===== config.mk =====
export PLATFORM = sky130hd
export DESIGN_NAME = prescale_seq
export DESIGN_NICKNAME = d
export VERILOG_FILES = /design/src/rtl/prescale_seq.sv
export SDC_FILE = /design/constraint.sdc
export NUM_CORES = 1
export LEC_CHECK = 0
export ABC_AREA = 1
export BUFFER_PORTS_ARGS = -buffer_cell sky130_fd_sc_hd__buf_2
export CORE_MARGIN = 5
export CORE_UTILIZATION = 59
export CTS_CLUSTER_DIAMETER = 80
export DETAILED_ROUTE_END_ITERATION = 8
export PLACE_DENSITY = 0.93
export SYNTH_ARGS = -nofsm -noshare
export SYNTH_HDL_FRONTEND = slang
export SYNTH_SLANG_ARGS = --single-unit
export TNS_END_PERCENT = 10

===== constraint.sdc =====
create_clock -name clk -period 3.3 [get_ports clk]
set_input_delay 0.495 -clock clk [delete_from_list [all_inputs] [get_ports clk]]
set_output_delay 0.495 -clock clk [all_outputs]
set_load 0.05 [all_outputs]

===== src/rtl/prescale_seq.sv =====
`default_nettype none
// +-----------------------------------------------------------------------+
// | Module   : prescale_seq                                               |
// | Purpose  : Run controller for a prescaled counter. A 1..P inner        |
// |            prescaler advances a 0..W outer counter once per period;    |
// |            finite runs end after R outer wraps with a done pulse,      |
// |            R=0 runs continuously until stop.                           |
// | Revision : 1.0 - initial release                                       |
// +-----------------------------------------------------------------------+
module prescale_seq #(
  parameter int PW = 3,
  parameter int CW = 2,
  parameter int RW = 8
) (
  input  logic          clk,
  input  logic          rst,
  input  logic [PW-1:0] cfg_pre,
  input  logic [CW-1:0] cfg_wrap,
  input  logic [RW-1:0] cfg_runs,
  input  logic          start,
  input  logic          stop,
  output logic          busy,
  output logic          tick,
  output logic [CW-1:0] cnt,
  output logic          wrap,
  output logic          done
);

  typedef enum logic [0:0] {
    ST_IDLE = 1'b0,
    ST_RUN  = 1'b1
  } state_t;

  localparam logic [PW-1:0] C_ONE_P = PW'(1);
  localparam logic [RW-1:0] C_ONE_R = RW'(1);

  state_t        state_q, state_d;
  logic [PW-1:0] icnt_q, icnt_d;
  logic [CW-1:0] cnt_q, cnt_d;
  logic [PW-1:0] pre_q, pre_d;
  logic [CW-1:0] wlim_q, wlim_d;
  logic [RW-1:0] runs_q, runs_d;
  logic [RW-1:0] runs_left_q, runs_left_d;
  logic          done_q, done_d;

  logic          w_busy;
  logic          w_tick;
  logic          w_wrap;

  // Output decodes; a coincident stop suppresses the tick (and so the wrap)
  always_comb begin
    w_busy = (state_q == ST_RUN);
    w_tick = w_busy && (icnt_q == pre_q) && !stop;
    w_wrap = w_tick && (cnt_q == wlim_q);
  end

  assign busy = w_busy;
  assign tick = w_tick;
  assign wrap = w_wrap;
  assign cnt  = cnt_q;
  assign done = done_q;

  // Next-state logic: configuration latch, inner/outer counting, run termination
  always_comb begin
    state_d     = state_q;
    icnt_d      = icnt_q;
    cnt_d       = cnt_q;
    pre_d       = pre_q;
    wlim_d      = wlim_q;
    runs_d      = runs_q;
    runs_left_d = runs_left_q;
    done_d      = 1'b0;
    case (state_q)
      ST_IDLE: begin
        // stop beats a coincident start
        if (start && !stop) begin
          pre_d       = (cfg_pre == '0) ? C_ONE_P : cfg_pre;
          wlim_d      = cfg_wrap;
          runs_d      = cfg_runs;
          runs_left_d = cfg_runs;
          icnt_d      = C_ONE_P;
          cnt_d       = '0;
          state_d     = ST_RUN;
        end
      end
      ST_RUN: begin
        if (stop) begin
          state_d = ST_IDLE;
          icnt_d  = C_ONE_P;
          cnt_d   = '0;
        end else begin
          icnt_d = w_tick ? C_ONE_P : icnt_q + C_ONE_P;
          if (w_tick) begin
            if (w_wrap) begin
              cnt_d = '0;
              // runs_q == 0 means continuous: never self-terminate
              if (runs_q != '0) begin
                if (runs_left_q == C_ONE_R) begin
                  state_d = ST_IDLE;
                  done_d  = 1'b1;
                  icnt_d  = C_ONE_P;
                end else begin
                  runs_left_d = runs_left_q - C_ONE_R;
                end
              end
            end else begin
              cnt_d = cnt_q + CW'(1);
            end
          end
        end
      end
      default: begin
        state_d = ST_IDLE;
      end
    endcase
  end

  // State registers with synchronous reset
  always_ff @(posedge clk) begin
    if (rst) begin
      state_q     <= ST_IDLE;
      icnt_q      <= C_ONE_P;
      cnt_q       <= '0;
      pre_q       <= C_ONE_P;
      wlim_q      <= '0;
      runs_q      <= '0;
      runs_left_q <= '0;
      done_q      <= 1'b0;
    end else begin
      state_q     <= state_d;
      icnt_q      <= icnt_d;
      cnt_q       <= cnt_d;
      pre_q       <= pre_d;
      wlim_q      <= wlim_d;
      runs_q      <= runs_d;
      runs_left_q <= runs_left_d;
      done_q      <= done_d;
    end
  end

endmodule
`default_nettype wire


==> flow_summary.yaml <==
outcome:
  status: "completed"
synth:
  ys_warn_count: 0
  synth_top_cells_by_area: "dfxtp_1 (38%), nand2_1 (18%), nor2_1 (10%), inv_1 (7.9%), o21ai_0 (4.4%)"
  syn_avg_cell_area_um2: 6.27
  synth-edff-count: 0
  yosys.area.top_type: "dfxtp_1"
  synth_seq_cells: 28
  yosysUniqueCellTypes: 22
  synth-seq-area-share_pct: 37.9
  yosysMostFrequentCell: "nand2_1"
  postSynthCellCount: 236
  synth_top_area_share_pct: 37.9
  syn_nets: 256
  syn_area_um2: 1480
  synthArstFlopShare_pct: 0
  ys.flop_type: "dfxtp_1"
  netlist_top_cells_count: "nand2_1 (72), nor2_1 (41), inv_1 (31)"
timing:
  timing.fmax_mhz: 427
  hold_slack_ps: 320
  rsz0062_at_grt: "no"
  tns_ps: 0
  hold_viol_final: 0
  finalClockSkew_ps: 6.21
  finalCritPeriodShare_pct: 71.0
  fin_crit_ps: 2340
  setup_viol: 0
  maxSlewViolCount: 0
  maxSlewHeadroom_pct: 55.8
  worst_pin_slew_ps: 662
placement:
  place.gp.congestion: 0.851
  dp_hpwl_um: 2460
  io_buffers: 22
  post_dp_cell_area_um2: 1600
worst_hold_path:
  worstHoldStart: "stop"
  whs_path_depth: 2
  worstHoldEndpoint: "done$_SDFF_PP0_"
  hp-class: "primary input to flop"
setup_path:
  cp.arrival_ps: 1850
  path_delay_family: "flip-flops"
  critPathSlowestCell: "dfxtp_1"
  path_max_fanout: 17
  r2r_start: "busy$_SDFF_PP0_"
  end_kind: "output port"
  r2r_setup_slack_ps: 1390
  reg2reg_to: "runs_left_q[0]$_SDFFE_PP0P_"
  startpoint_type: "flop"
  crit_buf_inv: 2
  path_cells: "nand2_1 > nor2_2 > nand3_2 > inv_1 > buf_2"
  critPathMaxStageDelay_ps: 690
  worstPathRequired_ps: 2800
  ff2ff_path_depth: 8
  crit_type: "flop to output port"
clock_tree:
  clock_latency_ps: 330
  cts.path.max_buffers: 2
  clkSlewWorstSetupHoldPaths_ps: 150
  cts.sinks: 28
  post_cts_buffers: 0
  ctsResizeCount: 0
  ctsHoldBuffers: 0
  numCtsBuffers: 3
  root_buffer: "clkbuf_4"
  h-tree-depth: 1
  cts_tree: "done"
final_layout:
  final_core_util_pct: 67.2
  diodes: 0
  design_area_um2: 1630
  drive_above_1_share_pct: 12.1
  synthToLayoutAreaGrowth_pct: 10.4
  layout.nets: 277
detailed_routing:
  viasPerCell: 5.14
  dr.pass1.iters: 5
  ant_nets: 0
  routedWlPerCell_um: 11.6
  first_iter_violations: 114
  drt-total-wl_um: 3330
  dr_total_vias: 1471
  drc: 0
global_routing:
  grt_pass1_wl_um: 5640
  track_usage_pct: 20.3
  overflow: 0
  first_global_vias: 1319
  grt_max_degree: 23
  antenna_found_initial: 0
die:
  initial_utilization_pct: 60.9
  rows: 18
  core_area_um2: 2430
  io_pins: 23
  fp.dieArea_um2: 3610
  die_height_um: 60.1
  fp.dieW_um: 60.1
power:
  powerDensity_nw_per_um2: 440
  leakagePower_nw: 0.861
  vdd_drop_max_mv: 0.280
  p_total_w: 0.000718
run:
  maxCapViolCount: 0
==> power by group <==
part	internal (W)	switching, W	total, W
clock network	0.0000675	0.000102	0.000169
registers	0.000362	0.0000206	0.000383
logic	0.0000572	0.000109	0.000167
total	0.000487	0.000232	0.000718
==> state kept, by name, indices dropped and copies added, names as in the netlist <==
signal       flops
busy             1
cnt              2
done             1
icnt_q           3
pre_q            3
runs_left_q      8
runs_q           8
wlim_q           2
==> how the worst max path moves through the flow <==
| stage | cells past startpoint | start | end |
|---|---|---|---|
| 4_1_cts | 5 | busy$_SDFF_PP0_ | wrap |
| 5_1_grt | 5 | busy$_SDFF_PP0_ | wrap |
| 3_5_place_dp | 7 | stop | pre_q[2]$_SDFFE_PP0P_ |
| 2_1_floorplan | 4 | busy$_SDFF_PP0_ | wrap |
| 3_3_place_gp | 7 | stop | pre_q[1]$_SDFFE_PP0P_ |
| 6_report | 5 | busy$_SDFF_PP0_ | wrap |
==> metrics by stage <==
step / instances / setup WS (ps)
6_report: 286 / 958
5_1_grt: 286 / 818
4_1_cts: 286 / 967
3_5_place_dp: 282 / 1270
3_3_place_gp: 282 / 1380
2_1_floorplan: 236 / 1280
==> logic make-up (layout without fill, tap and decap cells) <==
family                     Yosys count  in the layout  synth area share, %
AOI/OAI and AO/OA                   32             32                 11.7
adders and majority gates            3              3                 2.54
DFF                                 28             28                 37.9
buffers and inverters               38             58                 10.1
and+or+nand+nor                    133            133                 36.6
xor gates and xnor gates             2              2                 1.18
==> layout by cell type, fill, tap and decap left out, types with 2 or more instances in the layout <==
master and count:
ha_1 3, o21ai_0 13, o211ai_1 2, xor2_1 2
clkbuf_4 3, buf_2 22, nor3_1 5, inv_1 31
nand3_1 7, nand3_2 2, o21ai_1 2, nand4_1 4
a21oi_1 11, nand2_1 72, a31oi_1 2, nor2_1 41
dfxtp_1 28
==> per-layer routing <==
metal	track usage, %	vias to the layer above	wire length, µm
met5	0	-	0
met4	8.23	0	78
met3	3.46	8	261
met2	31.5	57	1400
met1	27.7	626	1580
li1	-	780	-
==> final cells by class <==
type                    count  area, µm²
well taps                  30       37.5
clock buffers               4       36.3
multi-input cells         170        769
flip-flops and latches     28        561
fillers                   234        798
inverters                  32        120
repair buffers             22        110
Power figures use the tool's default switching activity.
